$ cat config.mk
export PLATFORM = sky130hd
export DESIGN_NAME = key_pulse_gen
export DESIGN_NICKNAME = d
export VERILOG_FILES = /design/src/rtl/key_pulse_gen.sv
export SDC_FILE = /design/constraint.sdc
export NUM_CORES = 1
export LEC_CHECK = 0
export CELL_PAD_IN_SITES_DETAIL_PLACEMENT = 0
export CELL_PAD_IN_SITES_GLOBAL_PLACEMENT = 1
export CORE_ASPECT_RATIO = 1.2
export CORE_UTILIZATION = 41
export CTS_CLUSTER_DIAMETER = 80
export DETAILED_ROUTE_END_ITERATION = 8
export GPL_ROUTABILITY_DRIVEN = 1
export PLACE_DENSITY_LB_ADDON = 0.1
export SLEW_MARGIN = 20
export SYNTH_ARGS = -nofsm -noshare
export SYNTH_HDL_FRONTEND = slang
export SYNTH_SLANG_ARGS = --single-unit
$ cat constraint.sdc
create_clock -name clock -period 2.3 [get_ports clock]
set_input_delay 0.46 -clock clock [delete_from_list [all_inputs] [get_ports clock]]
set_output_delay 0.46 -clock clock [all_outputs]
set_load 0.05 [all_outputs]
$ cat src/rtl/key_pulse_gen.sv
// rtl/key_pulse_gen.sv - Debounced active-low pushbutton to single-cycle count pulses with auto-repeat
`timescale 1ns/1ps
module key_pulse_gen #(
  parameter int CNT_W           = 26,
  parameter int DEBOUNCE_CYCLES = 500000,
  parameter bit REPEAT_EN       = 1'b1,
  parameter int REPEAT_DELAY    = 25000000,
  parameter int REPEAT_PERIOD   = 5000000
) (
  input  logic clock,
  input  logic reset,
  input  logic key_n,
  input  logic enable,
  output logic pressed,
  output logic pulse
);

  typedef enum logic [2:0] {
    IDLE,
    DEB_PRESS,
    HELD,
    REPEAT,
    DEB_RELEASE
  } state_t;

  // Terminal counts are one less than the cycle counts: the sample that
  // starts a phase is itself the first counted sample.
  localparam logic [CNT_W-1:0] DEB_LAST    = CNT_W'(DEBOUNCE_CYCLES - 1);
  localparam logic [CNT_W-1:0] DELAY_LAST  = CNT_W'(REPEAT_DELAY - 1);
  localparam logic [CNT_W-1:0] PERIOD_LAST = CNT_W'(REPEAT_PERIOD - 1);
  localparam logic [CNT_W-1:0] TIMER_MAX   = '1;

  logic             sync1_q, sync2_q;
  state_t           state_q, state_d;
  logic [CNT_W-1:0] timer_q, timer_d;
  logic [CNT_W-1:0] timer_inc;
  logic             pressed_q, pressed_d;
  logic             pulse_q, pulse_d;
  logic             key_up;

  assign key_up    = sync2_q;
  assign timer_inc = (timer_q == TIMER_MAX) ? timer_q : timer_q + CNT_W'(1);

  always_ff @(posedge clock) begin
    if (reset) begin
      sync1_q   <= 1'b1;
      sync2_q   <= 1'b1;
      state_q   <= IDLE;
      timer_q   <= '0;
      pressed_q <= 1'b0;
      pulse_q   <= 1'b0;
    end else begin
      sync1_q   <= key_n;
      sync2_q   <= sync1_q;
      state_q   <= state_d;
      timer_q   <= timer_d;
      pressed_q <= pressed_d;
      pulse_q   <= pulse_d;
    end
  end

  always_comb begin
    state_d   = state_q;
    timer_d   = timer_q;
    pressed_d = pressed_q;
    pulse_d   = 1'b0;
    case (state_q)
      IDLE: begin
        if (!key_up) begin
          state_d = DEB_PRESS;
          timer_d = '0;
        end
      end
      DEB_PRESS: begin
        if (key_up) begin
          state_d = IDLE;
          timer_d = '0;
        end else if (timer_q == DEB_LAST) begin
          state_d   = HELD;
          timer_d   = '0;
          pressed_d = 1'b1;
          pulse_d   = enable;
        end else begin
          timer_d = timer_inc;
        end
      end
      HELD: begin
        if (key_up) begin
          state_d = DEB_RELEASE;
          timer_d = '0;
        end else if (REPEAT_EN && (timer_q == DELAY_LAST)) begin
          state_d = REPEAT;
          timer_d = '0;
          pulse_d = enable;
        end else begin
          timer_d = timer_inc;
        end
      end
      REPEAT: begin
        // Release is checked first so a coincident tick never pulses.
        if (key_up) begin
          state_d = DEB_RELEASE;
          timer_d = '0;
        end else if (timer_q == PERIOD_LAST) begin
          timer_d = '0;
          pulse_d = enable;
        end else begin
          timer_d = timer_inc;
        end
      end
      DEB_RELEASE: begin
        if (!key_up) begin
          state_d = HELD;
          timer_d = '0;
        end else if (timer_q == DEB_LAST) begin
          state_d   = IDLE;
          timer_d   = '0;
          pressed_d = 1'b0;
        end else begin
          timer_d = timer_inc;
        end
      end
      default: begin
        state_d   = IDLE;
        timer_d   = '0;
        pressed_d = 1'b0;
      end
    endcase
  end

  assign pressed = pressed_q;
  assign pulse   = pulse_q;

endmodule

==> reports/metrics.yaml, run 1 <==
status:
  status: "complete, no violations"
min_path:
  min_from: "sync1_q"
  hp-class: "flop to flop"
  min_path_cells: 1
power_and_ir_drop:
  ir_drop_v: 0.000226
  power_leakage_nw: 0.860
  pwr_density_cell_nw_per_um2: 432
setup_path:
  crit_path_start: "timer_q[6]"
  path_buf_inv: 0
  critical_path_depth: 6
  crit_family: "simple AND/OR/NAND/NOR gates"
  cp_cell_sequence: "nand3_1 > or4_1 > a211o_1 > nor3_1 > o21ai_0 > a21o_1"
  r2r.worst_path.cells: 6
  cp_data_arrival_time_ps: 2350
  setup.worst_path.start_class: "flop"
  crit_type: "flop to flop"
  r2r_start: "timer_q[6]"
  end_kind: "flop"
  cp.required_ps: 2490
  crit_path_top_delay_cell: "or4_1"
  critPathMaxStageDelay_ps: 530
  cp_max_fo: 7
clocking:
  cts.path.max_buffers: 2
  numClockSinks: 33
  root_buffer: "clkbuf_8"
  numCtsBuffers: 5
  htree_levels: 2
  clkLatencyLatePin_ps: 290
  cts_tree: "built"
  clkTransAtPathRegs_ps: 70
synth:
  synth_top_cell_by_area: "dfxtp_1"
  synthFlopType: "dfxtp_1"
  synthesis.nets: 260
  synth-seq-cells: 33
  netlist_instances: 255
  synthTopCellsByArea: "dfxtp_1, o21ai_0, nand4_1"
  synth_seq_area_share: 0.335
  synth_area_um2: 1970
  avgSynthCellArea_um2: 7.74
  synthDistinctLibCells: 53
  synth_top_area_share: 0.335
  ys_warn_count: 0
  synthArstFlopShare: 0
  synth_edf_count: 0
timing:
  max_slew_margin: 0.662
  finalSetupTns_ps: 0
  grt_setup_unrepaired: "yes"
  fin_skew_ps: 8.31
  hold_ws_ps: 427
  tightest_slew_ps: 505
  hold_viol: 0
  finalCritPeriodShare: 0.941
  final_max_slew_viol_count: 0
  fin_crit_ps: 2160
  setup_violations: 0
  fmax_ghz: 0.462
routing:
  dr_wl_met2_um: 2820
  wl_met3_um: 180
  wl_um: 5940
  vias: 2097
  drtIter0Drc: 83
  vias_per_cell: 5.92
  dr.max_layer_used: "met4"
  postRouteAntennaNets: 0
  met1Wirelength_um: 2660
  wl_per_cell_um: 16.8
  drc_errors: 0
  first_pass_iters: 4
finish:
  design_area_um2: 2520
  register_area_um2: 668
  fillers: 499
  area.growth.synth_to_final_pct: 27.5
  antenna_cells: 0
  drive_above_1_share: 0.253
  fin_util: 0.548
  nets: 300
  final_common_cell: "buf_4"
  multi_input_area_um2: 1290
  most-common-layout-cells: "buf_4, o21ai_0, dfxtp_1"
global_route:
  grt_overflow: 0
  antenna_found_initial: 0
  grt_pass1_vias: 2007
  grt_pass1_wl_um: 9870
  grt_start_max_net_pins: 19
  grt_usage: 0.252
placement:
  dp_hpwl_um: 4410
  dpl_cell_area_um2: 2350
  place_congestion: 0.839
  io_buffers: 5
floorplan:
  fp.dieH_um: 78.0
  die_w_um: 65.4
  start_util: 0.430
  design.core.area_um2: 4590
  pin_count: 6
  core.rowCount: 27
  die_area_um2: 5100
job:
  cap_violations: 0
-- routing by layer --
metal,vias to the layer above,GRT usage
li1,1060,-
met3,19,0.0422
met5,-,0
met4,0,0.124
met2,34,0.423
met1,984,0.307
-- cells by family after synthesis --
group                    synth area share
flip-flops                          0.335
AO/OA/AOI/OAI                       0.214
buffers and inverters              0.0406
adder cells (fa/ha/maj)           0.00634
AND/OR/NAND/NOR                     0.404
-- repair_timing --
action                                 in CTS  in global routing
pin swaps                                   0                  3
setup buffers                               0                  3
hold buffers                                0                  0
endpoints found under the hold margin       0                  0
gates resized for setup                     1                 16
setup endpoints to repair                   1                 18
-- power breakdown --
| group | internal [mW] | leakage (nW) | switching (mW) |
|---|---|---|---|
| Combinational | 0.0335 | 0.551 | 0.0457 |
| Clock | 0.215 | 0.0395 | 0.213 |
| Sequential | 0.576 | 0.270 | 0.00407 |
| Total | 0.825 | 0.860 | 0.263 |
-- metrics by stage --
step	power, mW	worst slack [ps]	instances
floorplan	0.633	71.7	255
global placement	0.673	17.9	343
detailed placement	0.672	8.64	343
CTS	1.10	27.1	351
global route	1.13	-3.53	354
finish	1.09	136	354
-- registers in the layout (all words and copies together), names as in the netlist --
| name | cells |
|---|---|
| pressed | 1 |
| pulse | 1 |
| sync1_q | 1 |
| key_up | 1 |
| timer_q | 26 |
| state_q | 3 |
-- worst register-to-register path: stages, from the launching register on --
cell	delay, ps
dfxtp_1	460
nand3_1	190
or4_1	530
a211o_1	370
nor3_1	220
o21ai_0	110
a21o_1	190
-- final cells by class --
cell class                      instances  share of cell area
Clock buffer                            8              0.0318
Multi-Input combinational cell        203               0.513
Tap cell                               58              0.0288
Inverter                                3             0.00447
Timing Repair Buffer                   49               0.156
Sequential cell                        33               0.265
-- cells in the mapped netlist, drive strengths merged (2+ instances only) --
| cell type | number |
|---|---|
| dfxtp | 33 |
| o21ai | 31 |
| nand2 | 26 |
| nand4 | 19 |
| nor2 | 16 |
| or3 | 12 |
| clkbuf | 10 |
| a21oi | 9 |
| nand3 | 9 |
| nor4 | 8 |
| and4 | 7 |
| buf | 6 |
| nor3 | 6 |
| o31ai | 5 |
| or4 | 5 |
| and3 | 4 |
| nor2b | 4 |
| or2 | 4 |
| a21o | 3 |
| inv | 3 |
| nor4b | 3 |
| nor4bb | 3 |
| o21a | 3 |
| a211o | 2 |
| a31oi | 2 |
| nand3b | 2 |
| nor3b | 2 |
| o22a | 2 |
| o22ai | 2 |
-- final timing paths --
path / end / slack [ps]
setup / recovery: timer_q[21] / 140
hold / removal: key_up / 430
setup reg to reg: timer_q[21] / 140
hold reg to reg: key_up / 430
No activity file was read; power rests on OpenSTA's default activity.
==> run 2, diff against run 1 <==
Settings changed: CORE_ASPECT_RATIO 1.2 to default, CORE_UTILIZATION 41 to 45, MAX_ROUTING_LAYER from default to met4.
Clock period 2.3 ns to 2.1 ns, I/O delays scaled along.
==> reports/metrics.yaml, run 2 (synthesized netlist as in run 1, its figures left out) <==
routing:
  wl_per_cell_um: 16.5
  drc_errors: 0
  first_pass_iters: 4
  postRouteAntennaNets: 0
  vias: 2254
  wl_um: 6110
  vias_per_cell: 6.09
  drtIter0Drc: 173
clocking:
  cts_tree: "built"
  cts.path.max_buffers: 2
  clkLatencyLatePin_ps: 280
  numCtsBuffers: 5
  clkTransAtPathRegs_ps: 70
  root_buffer: "clkbuf_8"
  htree_levels: 2
  numClockSinks: 33
  cts-hold-fix-buffers: 0
setup_path:
  cp.required_ps: 2320
  cp_max_fo: 7
  cp_data_arrival_time_ps: 2310
  crit_family: "simple AND/OR/NAND/NOR gates"
  crit_type: "flop to flop"
  crit_path_start: "timer_q[1]"
  path_buf_inv: 1
  crit_path_top_delay_cell: "or4_1"
  endpoint: "timer_q[23]"
  r2r_slack_ps: 0.5
  critical_path_depth: 8
  end_kind: "flop"
  r2r.worst_path.cells: 8
  r2r-end: "timer_q[23]"
  r2r_start: "timer_q[1]"
  critPathMaxStageDelay_ps: 490
  setup.worst_path.start_class: "flop"
  cp_cell_sequence: "ha_4 > and4_2 > nand4_1 > o22ai_2 > o21a_4 > buf_4 > or4_1 > o21ai_1"
timing:
  finalCritPeriodShare: 1.00
  max_slew_margin: 0.666
  fmax_ghz: 0.476
  tightest_slew_ps: 499
  hold_viol: 0
  fin_crit_ps: 2100
  setup_violations: 0
  setup_slack_ps: 0.470
  final_max_slew_viol_count: 0
  fin_skew_ps: 4.59
  grt_setup_unrepaired: "yes"
finish:
  antenna_cells: 0
  area.growth.synth_to_final_pct: 43.3
  most-common-layout-cells: "buf_4, o21ai_0, nand2_1"
  register_area_um2: 688
  fillers: 360
  drive_above_1_share: 0.369
  nets: 325
  largest_register_ffs: 26
  reg_top3: "timer_q x26, state_q x3"
  multi_input_area_um2: 1400
  final_common_cell: "buf_4"
  fin_cells: 370
  largest_register: "timer_q"
global_route:
  grt_pass1_vias: 1958
  grt_use_met3: 0.0667
  use_met2: 0.423
  use_met1: 0.387
  top_usage_layer: "met2"
  grt_usage: 0.286
  grt_start_max_net_pins: 18
  antenna_found_initial: 0
  grt_pass1_wl_um: 9440
  grt_overflow: 0
job:
  cap_violations: 0
placement:
  place_congestion: 0.938
  dp_slack_ps: -186
  dp_cells: 356
  io_buffers: 5
  dp_hpwl_um: 4210
power_and_ir_drop:
  power_mw: 1.21
  pwr_density_cell_nw_per_um2: 428
  ir_drop_v: 0.000353
  power_leakage_nw: 1.00
min_path:
  hp-class: "flop to flop"
status:
  status: "complete, no violations"
floorplan:
  start_util: 0.480
  pin_count: 6
  die_w_um: 68.2
  die_area_um2: 4660
  fp.dieH_um: 68.2
  design.core.area_um2: 4120
  core.rowCount: 23
==> run 2: changes by cell type in the layout (fill, tap and decap cells not counted), sizes merged <==
cell | previous run | this run
clkbuf | 8 | 7
buf | 44 | 68
o21a | 3 | 4
==> run 2: area by class of cell <==
cell class / instances / share of cell area
Inverter: 3 / 0.00398
Tap cell: 50 / 0.0221
Timing Repair Buffer: 73 / 0.205
Multi-Input combinational cell: 204 / 0.495
Clock buffer: 7 / 0.0305
Sequential cell: 33 / 0.243
==> run 2: worst min path at each step <==
stage               startpoint  endpoint  slack (ps)  cells past startpoint
global placement       sync1_q    key_up         390                      1
floorplan              sync1_q    key_up         390                      1
CTS                    sync1_q    key_up         410                      1
finish                 sync1_q    key_up         410                      1
global route           sync1_q    key_up         430                      1
detailed placement     sync1_q    key_up         400                      1
==> run 2: power breakdown <==
group / switching, mW / internal [mW] / leakage (nW) / total [mW]
Sequential: 0.00338 / 0.625 / 0.274 / 0.628
Combinational: 0.0511 / 0.0420 / 0.682 / 0.0932
Clock: 0.229 / 0.260 / 0.0443 / 0.489
Total: 0.283 / 0.927 / 1.00 / 1.21
==> run 2: worst reg2reg max path, cell delays in order (launching register included) <==
cell and delay [ps]:
dfxtp_4 350, ha_4 170, and4_2 260, nand4_1 120
o22ai_2 110, o21a_4 280, buf_4 160, or4_1 490
o21ai_1 90
==> run 2: what timing repair did <==
item	CTS	global route
setup buffers	3	3
hold endpoints to repair	0	0
setup endpoints to repair	15	25
pin swaps	1	7
gates resized for setup	9	35
cloned	0	1
==> run 2: metal layers <==
| metal | vias to the layer above | part of all wire |
|---|---|---|
| li1 | 1110 | - |
| met1 | 1070 | 0.47 |
| met2 | 68 | 0.45 |
| met3 | 6 | 0.071 |
| met4 | 0 | 0.0085 |
| met5 | - | 0 |
==> run 2: stage by stage <==
step | hold WS, ps | cell area, um2 | TNS, ps | util
2_1_floorplan | 389 | 1990 | 0 | -
3_3_place_gp | 391 | 2520 | -1620 | 0.611
3_5_place_dp | 396 | 2520 | -2450 | 0.611
4_1_cts | 412 | 2660 | -3.15 | 0.645
5_1_grt | 428 | 2830 | -320 | 0.687
6_report | 410 | 2830 | 0 | 0.687
